$ cat config.mk
export PLATFORM = sky130hd
export DESIGN_NAME = mem_arbiter
export DESIGN_NICKNAME = d
export VERILOG_FILES = /design/src/rtl/mem_arb_pkg.sv /design/src/rtl/mem_arbiter_rr_pick.sv /design/src/rtl/mem_arbiter.sv
export SDC_FILE = /design/constraint.sdc
export NUM_CORES = 1
export LEC_CHECK = 0
export ABC_AREA = 1
export ABC_CLOCK_PERIOD_IN_PS = 15700
export CORE_AREA = 2 2 288 290
export DETAILED_ROUTE_END_ITERATION = 8
export DIE_AREA = 0 0 290 292
export SLEW_MARGIN = 5
export SYNTH_ARGS = -nofsm -noshare
export SYNTH_HDL_FRONTEND = slang
export SYNTH_SLANG_ARGS = --single-unit
$ cat constraint.sdc
create_clock -name clk -period 15.7 [get_ports clk]
set_input_delay 4.71 -clock clk [delete_from_list [all_inputs] [get_ports clk]]
set_output_delay 4.71 -clock clk [all_outputs]
set_load 0.01 [all_outputs]
$ cat src/rtl/mem_arb_pkg.sv
// Shared types and helpers for the N-channel cache-line memory arbiter.
// Build option: MEM_ARB_FIXED_PRIO_EN selects fixed lowest-index priority
// instead of round-robin (see rr_pick).
package mem_arb_pkg;

   typedef enum logic [1:0] {
      IDLE = 2'd0,
      BUSY = 2'd1,
      RESP = 2'd2
   } arb_state_t;

   localparam int DEF_ADDR_W = 28;
   localparam int DEF_LINE_W = 128;
   localparam int MAX_CH     = 8;
   localparam int IDX_W      = 3;

   // First requester at or after ptr, wrapping modulo n_ch.
   function automatic logic [IDX_W-1:0] pick_rr(input logic [MAX_CH-1:0] req,
                                                input logic [IDX_W-1:0]  ptr,
                                                input int                n_ch);
      logic [IDX_W-1:0] sel;
      logic             found;
      int               j;
      sel   = '0;
      found = 1'b0;
      for (int k = 0; k < MAX_CH; k++) begin
         j = (int'(ptr) + k) % n_ch;
         if (k < n_ch && !found && req[j[IDX_W-1:0]]) begin
            sel   = j[IDX_W-1:0];
            found = 1'b1;
         end
      end
      return sel;
   endfunction

endpackage

$ cat src/rtl/mem_arbiter_rr_pick.sv
// Combinational grant picker: request vector and pointer in, one-hot grant
// and index out. With MEM_ARB_FIXED_PRIO_EN defined the pointer is ignored
// and the lowest requesting index wins.
module rr_pick
   import mem_arb_pkg::*;
#(
   parameter int N_CH = 2
) (
   input  logic [N_CH-1:0]  req,
   input  logic [IDX_W-1:0] ptr,
   output logic [N_CH-1:0]  gnt,
   output logic [IDX_W-1:0] idx,
   output logic             any
);

`ifdef MEM_ARB_FIXED_PRIO_EN
   logic unused_ptr;
   assign unused_ptr = ^ptr;

   // Lowest index wins; scan downward so the last hit is the smallest.
   always_comb begin
      idx = '0;
      for (int i = N_CH - 1; i >= 0; i--) begin
         if (req[i]) idx = IDX_W'(i);
      end
   end
`else
   logic [MAX_CH-1:0] req_ext;

   // Round-robin: first requester at or after the pointer.
   always_comb begin
      req_ext             = '0;
      req_ext[N_CH-1:0]   = req;
      idx                 = pick_rr(req_ext, ptr, N_CH);
   end
`endif

   // One-hot form of the chosen index, qualified by any request.
   always_comb begin
      any = |req;
      gnt = '0;
      for (int i = 0; i < N_CH; i++) begin
         gnt[i] = any && (idx == IDX_W'(i));
      end
   end

endmodule

$ cat src/rtl/mem_arbiter.sv
// N-channel cache-line arbiter onto a single slow-memory port.
// Registered grant and response; one idle memory cycle between transactions.
// Build option: MEM_ARB_FIXED_PRIO_EN removes the round-robin pointer and
// gives fixed lowest-index priority; ports and timing are unchanged.
//
// state | meaning
// IDLE  | arbitrate; latch winner, address and data, launch memory strobe
// BUSY  | hold memory strobe/address/data until mem_ready
// RESP  | ch_ready pulse for the served channel; no arbitration
module mem_arbiter
   import mem_arb_pkg::*;
#(
   parameter int N_CH   = 2,
   parameter int ADDR_W = DEF_ADDR_W,
   parameter int LINE_W = DEF_LINE_W
) (
   input  logic                     clk,
   input  logic                     proc_reset,
   input  logic [N_CH-1:0]          ch_read,
   input  logic [N_CH-1:0]          ch_write,
   input  logic [N_CH*ADDR_W-1:0]   ch_addr,
   input  logic [N_CH*LINE_W-1:0]   ch_wdata,
   output logic [LINE_W-1:0]        ch_rdata,
   output logic [N_CH-1:0]          ch_ready,
   output logic                     mem_read,
   output logic                     mem_write,
   output logic [ADDR_W-1:0]        mem_addr,
   output logic [LINE_W-1:0]        mem_wdata,
   input  logic [LINE_W-1:0]        mem_rdata,
   input  logic                     mem_ready
);

   arb_state_t       state;
   logic [IDX_W-1:0] g;
   logic [IDX_W-1:0] ptr;
   logic [N_CH-1:0]  req;
   logic [N_CH-1:0]  pick_gnt;
   logic [IDX_W-1:0] pick_idx;
   logic             pick_any;
   logic [ADDR_W-1:0] sel_addr;
   logic [LINE_W-1:0] sel_wdata;
   logic             sel_write;
   logic [N_CH-1:0]  g_onehot;
   logic [IDX_W-1:0] ptr_next;

   assign req = ch_read | ch_write;

   rr_pick #(.N_CH(N_CH)) u_pick (
      .req (req),
      .ptr (ptr),
      .gnt (pick_gnt),
      .idx (pick_idx),
      .any (pick_any)
   );

   // Mux the winning channel's address, data and direction (write wins).
   always_comb begin
      sel_addr  = '0;
      sel_wdata = '0;
      sel_write = 1'b0;
      for (int i = 0; i < N_CH; i++) begin
         if (pick_gnt[i]) begin
            sel_addr  = ch_addr[i*ADDR_W +: ADDR_W];
            sel_wdata = ch_wdata[i*LINE_W +: LINE_W];
            sel_write = ch_write[i];
         end
      end
   end

   // Served channel as one-hot, and the pointer value that follows it.
   always_comb begin
      g_onehot = '0;
      for (int i = 0; i < N_CH; i++) begin
         g_onehot[i] = (g == IDX_W'(i));
      end
      ptr_next = (g == IDX_W'(N_CH - 1)) ? '0 : g + 1'b1;
   end

`ifdef MEM_ARB_FIXED_PRIO_EN
   assign ptr = '0;
`endif

   // Arbitration FSM with registered memory-side and channel-side outputs.
   always_ff @(posedge clk or posedge proc_reset) begin
      if (proc_reset) begin
         state     <= IDLE;
         g         <= '0;
         mem_read  <= 1'b0;
         mem_write <= 1'b0;
         mem_addr  <= '0;
         mem_wdata <= '0;
         ch_rdata  <= '0;
         ch_ready  <= '0;
`ifndef MEM_ARB_FIXED_PRIO_EN
         ptr       <= '0;
`endif
      end else begin
         case (state)
            IDLE: begin
               ch_ready <= '0;
               if (pick_any) begin
                  g         <= pick_idx;
                  mem_addr  <= sel_addr;
                  mem_wdata <= sel_wdata;
                  mem_write <= sel_write;
                  mem_read  <= ~sel_write;
                  state     <= BUSY;
               end
            end
            BUSY: begin
               if (mem_ready) begin
                  if (mem_read) ch_rdata <= mem_rdata;
                  ch_ready  <= g_onehot;
                  mem_read  <= 1'b0;
                  mem_write <= 1'b0;
`ifndef MEM_ARB_FIXED_PRIO_EN
                  ptr       <= ptr_next;
`endif
                  state     <= RESP;
               end
            end
            RESP: begin
               ch_ready <= '0;
               state    <= IDLE;
            end
            default: begin
               ch_ready <= '0;
               state    <= IDLE;
            end
         endcase
      end
   end

`ifdef MEM_ARB_FIXED_PRIO_EN
   logic unused_ptr_next;
   assign unused_ptr_next = ^ptr_next;
`endif

endmodule

==> results.md, run 1 <==
* Worst Max-Slew Pin Slew at 0.999 ns
* Status: finished, final reports clean
* Grt met2 use at 0.233
* GR Util met3 at 0.0383
* Post-route cell area at 22100 sq um
* Clk root buf: clkbuf_16
* Hold WC Path Type: flop to flop
* Hold_sp: ch_rdata[11]
* FILL cells at 8774
* Drt initial violations at 670
* Via count at 13300
* Multi-input gate area at 4720 sq um
* Post-CTS Resized at 0
* Pre-Repair DR Iteration Count at 4
* Starting Density at 0.156
* CP max FO at 78
* Fin. max-slew vios at 0
* Pwr/cell area at 191 nW/um^2
* Final hold violations at 0
* First-pass GRT wire length at 87800 um
* FF/Latch Area at 7310 sq um
* Setup Viol. Count Final at 0
* DIE AREA at 84700 sq um
* Post-DP Area at 20900 sq um
* Fin crit period at 7.24 ns
* Initial antenna violation count at 5
* CTS tree: done
* Reg2reg start: state[0]
* TNS Setup at 0 ns
* Clock skew at 0.00692 ns
* Clock Tree Buf Depth at 3
* DR DRC count at 0
* # rows at 105
* Critical R2R Capture: mem_addr[16]
* MaxCap Viol Count at 0
* Yosys reg bits at 292
* GRT Max-Usage Layer: met2
* Hold Path End: ch_rdata[11]
* Final GP Congestion at 0.822
* Inserted Clock Buffers at 36
* Post-Synthesis Cell Area at 12700 sq um
* Worst EP arrival at 7.71 ns
* Drt via density at 4.13
* Worst-path clk slew at 0.06 ns
* Lkg Pwr at 0.00961 uW
* Ports at 735
* Crit end category: flop
* Placed Cells at 3164
* Die Span X at 290 um
* HPWL Detailed at 43400 um
* Largest net degree at the start of global routing at 91
* Nets at 2579
* WL/cell at 18.4 um
* Worst R2R Path Depth at 6
* Die Ht at 292 um
* H-tree level count at 2
* GRT Total Usage at 0.135
* Yosys warnings at 0
* Worst-Skew Late Latency at 0.53 ns
* Post-synthesis cell type count at 18
* Crit share post-route at 0.461
* Hold Path Cell Cnt at 2
* Post-synthesis sequential area ratio at 0.576
* Crit path kind: input pin to flop
* TritonCTS Sinks at 292
* Routed WL at 59300 um
* Worst hold margin at 0.466 ns
* Non-Filler Instances at 3226
* Grt ovf at 0
* M1 GR Usage at 0.165
* Post-route ant nets at 0
* Number of port buffers at 734
* Worst Path Required at 16.17 ns
* Setup repair bufs after CTS at 0
* Synthesized Nets at 1917
* CTS Hold Bufs at 0
* RSZ-0062 raised after global routing: false
* Mapped Cells at 1470
* Max IR drop VDD at 77.6 uV
* Reg2Reg Setup Slack at 12.78 ns
* CP Launch Type: input pin
* Syn-to-layout area delta at 73.9%
* Vias in the first global route at 13300
* Layout cells sized above 1 at 0.0394
* Max-Slew Margin vs Limit at 0.334
* FMAX at 0.138 GHz
* Avg Cell Area, Syn at 8.64 sq um
* Core Region at 81600 sq um
==> logic make-up after synthesis <==
logic type	count (synthesis)	share of synthesized area
and+or+nand+nor	1036	0.367
DFF	292	0.576
buffers and inverters	137	0.0558
AOI/OAI and AO/OA	5	0.00197
==> cell usage in the layout, fill, tap and decap left out, drive strengths merged <==
cell | Yosys | routed
diode | 0 | 1
a21oi | 1 | 1
bufinv | 0 | 1
clkinv | 0 | 3
nand3b | 1 | 1
dfrtp | 292 | 292
clkdlybuf4s50 | 0 | 734
o21ai | 4 | 4
nand2 | 430 | 430
nand3 | 597 | 597
buf | 92 | 17
clkinvlp | 0 | 1
nor2 | 8 | 8
inv | 10 | 12
clkbuf | 35 | 54
==> registers in the layout (all words and copies together), names as in the netlist <==
signal     count
mem_addr      28
ch_rdata     128
ptr            1
mem_read       1
ch_ready       2
mem_write      1
g              1
mem_wdata    128
state          2
==> through the flow <==
| step | setup slack (ns) | total power [uW] | util |
|---|---|---|---|
| 6_report | 8.46 | 4220 | 0.271 |
| 5_1_grt | 8.34 | 4510 | 0.271 |
| 4_1_cts | 8.55 | 4310 | 0.271 |
| 3_5_place_dp | 7.98 | 3430 | 0.256 |
| 3_3_place_gp | 7.95 | 3420 | 0.256 |
| 2_1_floorplan | 2.93 | 2270 | - |
==> final cells by class <==
type,count,area share
timing repair buffer,751,0.339
clock buffer,54,0.0503
sequential,292,0.331
tap,1070,0.0606
inverter,10,0.00238
clock inverter,7,0.00317
multi-input combinational,1041,0.214
antenna,1,0.000113
==> critical path, stage by stage <==
cell	delay, ns
clkdlybuf4s50_1	0.42
nor2_1	0.32
inv_1	0.15
nand2_4	0.18
buf_4	0.64
buf_4	0.80
nand3_1	0.18
nand3_1	0.11
==> power by group <==
part / internal, uW / switching [uW]
Sequential: 1110 / 211
Clock: 503 / 334
Combinational: 942 / 1120
Total: 2560 / 1670
==> worst max path at each step <==
stage	from	endpoint	slack, ns	cells past startpoint
finish	ch_write[1]	mem_wdata[10]	8.46	8
CTS	ch_write[0]	mem_wdata[74]	8.55	8
global placement	ch_write[0]	mem_wdata[74]	7.95	8
detailed placement	ch_write[0]	mem_wdata[74]	7.98	8
global route	ch_write[1]	mem_wdata[17]	8.34	8
floorplan	proc_reset	ch_rdata[0]	2.93	1
==> cell usage after synthesis, drive strengths merged <==
master	instances	area (sq um)
nand3	597	2990
nand2	430	1620
dfrtp	292	7310
buf	92	539
clkbuf	35	131
inv	10	37.5
nor2	8	40.0
o21ai	4	20.0
a21oi	1	5.00
nand3b	1	7.51
==> per-layer routing <==
layer | wire length [um] | vias to the layer above | share of wire
li1 | - | 6269 | -
met1 | 24300 | 6426 | 0.41
met2 | 29400 | 565 | 0.50
met3 | 4450 | 59 | 0.075
met4 | 1110 | 6 | 0.019
met5 | 36 | - | 0.00061
Note: power is estimated with default switching activity, not from simulation.
==> inputs of run 2 (changes only) <==
Settings changed: ABC_CLOCK_PERIOD_IN_PS 15700 to 7200.
Clock period 15.7 ns to 7.2 ns, I/O delays scaled along.
==> results.md, run 2 (synthesis results as in run 1) <==
* Via count at 13400 (+0.85%)
* Post-CTS Resized at 0 (unchanged)
* RSZ-0062 raised after global routing: false
* Setup repair bufs after CTS at 0 (unchanged)
* Worst R2R Path Depth at 6 (unchanged)
* Sequential Power Share at 0.309 (-0.005)
* Lkg Pwr at 0.00967 uW (+0.57%)
* Die Span X at 290 um (unchanged)
* Top flop regs: ch_rdata: 128 flops, mem_wdata: 128 flops, mem_addr: 28 flops
* Crit path kind: input pin to flop
* Pwr/cell area at 424 nW/um^2 (+120%)
* Commonest non-fill, non-tap cell in the layout: clkdlybuf4s50_1
* Worst Path Required at 7.66 ns (-8.51 ns)
* Worst-Skew Late Latency at 0.55 ns (+0.02 ns)
* Post-route ant nets at 0 (unchanged)
* Drt initial violations at 863 (+29%)
* Inserted Clock Buffers at 36 (unchanged)
* Sw Pwr at 3720 uW (+120%)
* Placed Cells at 3166 (+0.063%)
* Power Internal at 5700 uW (+120%)
* Fin crit period at 4.49 ns
* Most frequent cells in the layout: clkdlybuf4s50_1 (734), nand3_1 (597), nand2_1 (426)
* Crit end category: flop
* # rows at 105 (unchanged)
* Crit share post-route at 0.624
* TritonCTS Sinks at 292 (unchanged)
* Critical path origin: ch_write[0]
* Grt ovf at 0 (unchanged)
* CP Launch Type: input pin
* Non-Filler Instances at 3235 (+0.28%)
* CTS Hold Bufs at 0 (unchanged)
* Worst Max-Slew Pin Slew at 1.02 ns (+0.0231 ns)
* Switching Fraction at 0.395 (+0.000832)
* Hold_sp: ch_rdata[12]
* FMAX at 0.223 GHz
* Die Ht at 292 um (unchanged)
* FILL cells at 8746 (-0.32%)
* CP max FO at 111 (+42%)
* Max IR drop VDD at 216 uV (+180%)
* Clock Tree Buf Depth at 3 (unchanged)
* Hold Path Cell Cnt at 2 (unchanged)
* Syn-to-layout area delta at 75.2%
* FF/Latch Area at 7310 sq um (unchanged)
* Ports at 735 (unchanged)
* Number of port buffers at 734 (unchanged)
* Starting Density at 0.156 (unchanged)
* Multi-input gate area at 4720 sq um (unchanged)
* Setup Viol. Count Final at 0 (unchanged)
* Largest net degree at the start of global routing at 133 (+46%)
* First-pass GRT wire length at 89800 um (+2.3%)
* Vias in the first global route at 13600 (+1.9%)
* Hold WC Path Type: flop to flop
* CTS tree: done
* DR DRC count at 0 (unchanged)
* Nets at 2581 (+0.078%)
* MaxCap Viol Count at 0 (unchanged)
* Final hold violations at 0 (unchanged)
* TNS Setup at 0 ns (unchanged)
* H-tree level count at 2 (unchanged)
* Drt via density at 4.15 (+0.57%)
* Routed WL at 60500 um (+2.1%)
* Worst EP arrival at 4.96 ns (-2.75 ns)
* DIE AREA at 84700 sq um (unchanged)
* Clock skew at 0.0215 ns (+0.0146 ns)
* Worst-path clk slew at 0.06 ns (about the same)
* Final GP Congestion at 0.848 (+3.2%)
* Clk root buf: clkbuf_16
* Layout cells sized above 1 at 0.0417 (+0.00224)
* Pwr Total at 9420 uW (+120%)
* Status: finished, final reports clean
* Reg2reg start: state[1]
* Pre-Repair DR Iteration Count at 5 (+1)
* GRT Total Usage at 0.138 (+0.00340)
* Clock power frac at 0.208 (+0.010)
* Fin. max-slew vios at 0 (unchanged)
* HPWL Detailed at 44800 um (+3.2%)
* Max-Slew Margin vs Limit at 0.319 (-0.0154)
* Initial antenna violation count at 8 (+3)
* WL/cell at 18.7 um (+1.8%)
* Core Region at 81600 sq um (unchanged)
* Comb pwr share at 0.483 (-0.005)
==> run 2: cell count changes in the layout (fill, tap and decap cells not counted), moves of 4 or more <==
| cell | delta |
|---|---|
| buf_12 | +4 |
| bufinv_16 | +5 |
| clkbuf_8 | -6 |
| diode_2 | +5 |
==> run 2: cell type report <==
class | instances | share of cell area
diodes | 6 | 0.000675
clock buffers | 46 | 0.0449
clock inverters | 17 | 0.0118
inverters | 10 | 0.00219
multi-input cells | 1041 | 0.212
flip-flops and latches | 292 | 0.329
well taps | 1070 | 0.0602
repair buffers | 753 | 0.339
==> run 2: path summary, 6_finish.rpt <==
path                                 end  slack, ns
max                        mem_wdata[99]       2.71
max in group asynchronous  mem_wdata[35]       4.24
min in group asynchronous  mem_wdata[99]       2.13
max reg2reg                mem_wdata[99]       3.98
min reg2reg                 ch_rdata[12]       0.47
min                         ch_rdata[12]       0.47
==> run 2: stage by stage <==
stage	hold slack, ns	worst slack (ns)	utilization	area, sq um
final	0.468	2.71	0.273	22200
after CTS	0.471	2.79	0.272	22200
after detailed placement	0.457	2.22	0.257	21000
after global routing	0.490	2.55	0.272	22200
after floorplan	0.459	1.16	-	12700
after global placement	0.453	2.25	0.257	21000
==> run 2: power groups by stage <==
stage / logic, uW / registers (uW) / clock network, uW
6_report: 4550 / 2910 / 1960
5_1_grt: 4940 / 3010 / 2090
4_1_cts: 4630 / 2910 / 2030
3_5_place_dp: 4620 / 2920 / 0
3_3_place_gp: 4600 / 2900 / 0
2_1_floorplan: 1760 / 3190 / 0
==> run 2: metal layers <==
metal	wire length [um]	vias to the layer above	share of wire	track usage
met5	38	-	0.00063	0
met3	5830	104	0.096	0.0513
met4	2740	6	0.045	0.0635
li1	-	6280	-	-
met2	28300	638	0.47	0.222
met1	23600	6410	0.39	0.164
==> run 2: critical path, stage by stage <==
cell and delay (ns):
clkdlybuf4s50_1 0.51, nor2_1 0.08, nand2_1 0.19, nand2_8 0.31, inv_6 0.81, buf_4 0.45
nand3_1 0.12, nand3_1 0.11
==> inputs of run 3 (changes only) <==
Settings changed: ABC_CLOCK_PERIOD_IN_PS 7200 to 3700, CORE_AREA 2 2 288 290 to 2 2 283 285, DIE_AREA 0 0 290 292 to 0 0 285 287.
Clock period 7.2 ns to 3.7 ns, I/O delays scaled along.
==> results.md, run 3 (synthesis results as in run 1) <==
* DIE AREA at 81800 sq um (-3.4%)
* Crit share post-route at 0.775
* Syn-to-layout area delta at 77.6%
* Post-CTS Resized at 0 (unchanged)
* Post-route ant nets at 0 (unchanged)
* Fin. max-slew vios at 0 (unchanged)
* WL/cell at 19.1 um (+1.8%)
* Ports at 735 (unchanged)
* RSZ-0062 raised after global routing: false
* WP buf/inv at 1 (-2)
* Drt initial violations at 589 (-32%)
* FILL cells at 8350 (-4.5%)
* Number of port buffers at 734 (unchanged)
* Placed Cells at 3184 (+0.57%)
* Nets at 2619 (+1.5%)
* FMAX at 0.349 GHz
* Lkg Pwr at 0.00986 uW (+2.0%)
* Max-Slew Margin vs Limit at 0.304 (-0.0150)
* Largest net degree at the start of global routing at 156 (+17%)
* Final setup margin at 0.832 ns (-1.88 ns)
* Setup Viol. Count Final at 0 (unchanged)
* Hold WC Path Type: flop to flop
* Worst-path clk slew at 0.05 ns (about the same)
* Clk root buf: clkbuf_16
* GRT Total Usage at 0.145 (+0.00722)
* Routed WL at 62000 um (+2.4%)
* Most frequent cells in the layout: clkdlybuf4s50_1 (734), nand3_1 (597), nand2_1 (426)
* Status: finished, final reports clean
* Fin util at 0.287 (+0.0142)
* CP Launch Type: flop
* CP max FO at 2 (-98%)
* H-tree level count at 2 (unchanged)
* Inserted Clock Buffers at 36 (unchanged)
* Critical-path top delay cell: clkdlybuf4s50_1
* Post-route cell area at 22500 sq um (+1.4%)
* MaxCap Viol Count at 0 (unchanged)
* Worst EP arrival at 1.76 ns (-3.20 ns)
* Crit-path max cell delay at 0.87 ns (+0.06 ns)
* Pre-Repair DR Iteration Count at 5 (unchanged)
* DR DRC count at 0 (unchanged)
* Final hold violations at 0 (unchanged)
* Fin crit period at 2.87 ns
* Clock skew at 0.0171 ns (-0.00441 ns)
* Grt ovf at 0 (unchanged)
* Max IR drop VDD at 453 uV (+110%)
* Via count at 13400 (-0.65%)
* CTS tree: done
* Core Region at 78600 sq um (-3.6%)
* Worst Max-Slew Pin Slew at 1.04 ns (+0.0225 ns)
* Pwr/cell area at 814 nW/um^2 (+92%)
* Vias in the first global route at 13600 (+0.62%)
* Layout cells sized above 1 at 0.0559 (+0.0142)
* First-pass GRT wire length at 90300 um (+0.50%)
* Pre-CTS setup slack at 0.578 ns (-1.64 ns)
* Top flop regs: ch_rdata: 128 flops, mem_wdata: 128 flops, mem_addr: 28 flops
* Critical Path, Cell by Cell: clkdlybuf4s50_1
* Drt via density at 4.10 (-1.2%)
* Worst-Skew Late Latency at 0.56 ns (about the same)
* Non-Filler Instances at 3254 (+0.59%)
* Die Ht at 287 um (-1.7%)
* Post-DP Area at 21400 sq um (+1.9%)
* HPWL Detailed at 47800 um (+6.7%)
* Starting Density at 0.161 (+0.00588)
* CTS Hold Bufs at 0 (unchanged)
* Cell family with most CP delay: buffers and inverters
* Commonest non-fill, non-tap cell in the layout: clkdlybuf4s50_1
* Clock Tree Buf Depth at 3 (unchanged)
* Final GP Congestion at 0.889 (+4.8%)
* # rows at 103 (-1.9%)
* Die Span X at 285 um (-1.7%)
* Crit path kind: flop to primary output
* Initial antenna violation count at 12 (+4)
* Setup repair bufs after CTS at 0 (unchanged)
* Crit end category: primary output
* Worst Path Required at 2.59 ns (-5.07 ns)
* TritonCTS Sinks at 292 (unchanged)
[run 3: routing by layer]
metal,up-vias,global-route usage,part of all wire
met2,596,0.245,0.48
met4,10,0.0524,0.034
met3,82,0.0548,0.097
met1,6296,0.168,0.39
li1,6366,-,-
met5,-,0,0.0010
[run 3: cell type report]
type	count	area [sq um]	share of cell area
diodes	5	12.5	0.000555
clock buffers	53	1020	0.0455
clock inverters	12	150	0.00666
inverters	10	48.8	0.00216
multi-input cells	1041	4720	0.209
flip-flops and latches	292	7310	0.324
well taps	1050	1310	0.0583
repair buffers	791	7960	0.353
[run 3: worst paths after layout]
check,endpoint,depth (start not counted),slack (ns),from
worst max-delay path,mem_wdata[33],1,0.83,mem_wdata[33]
worst min-delay path,ch_rdata[61],2,0.47,ch_rdata[61]
worst max register to register,ch_rdata[22],5,1.84,mem_read
worst min register to register,ch_rdata[61],2,0.47,ch_rdata[61]
max in group asynchronous,mem_wdata[4],4,1.88,proc_reset
min in group asynchronous,mem_wdata[85],2,0.94,proc_reset
[run 3: stage by stage]
stage	hold slack, ns	total power, uW	setup TNS, ns
2_1_floorplan	0.459	9650	-375.27
3_3_place_gp	0.453	14900	0
3_5_place_dp	0.457	15000	0
4_1_cts	0.472	18700	0
5_1_grt	0.489	19600	0
6_report	0.466	18400	0
[run 3: where the power goes]
part / internal, uW / switching [uW] / leakage [uW]
clock network: 2080 / 1490 / 0.000573
logic: 4280 / 4890 / 0.00566
registers: 4720 / 887 / 0.00363
total: 11100 / 7270 / 0.00986
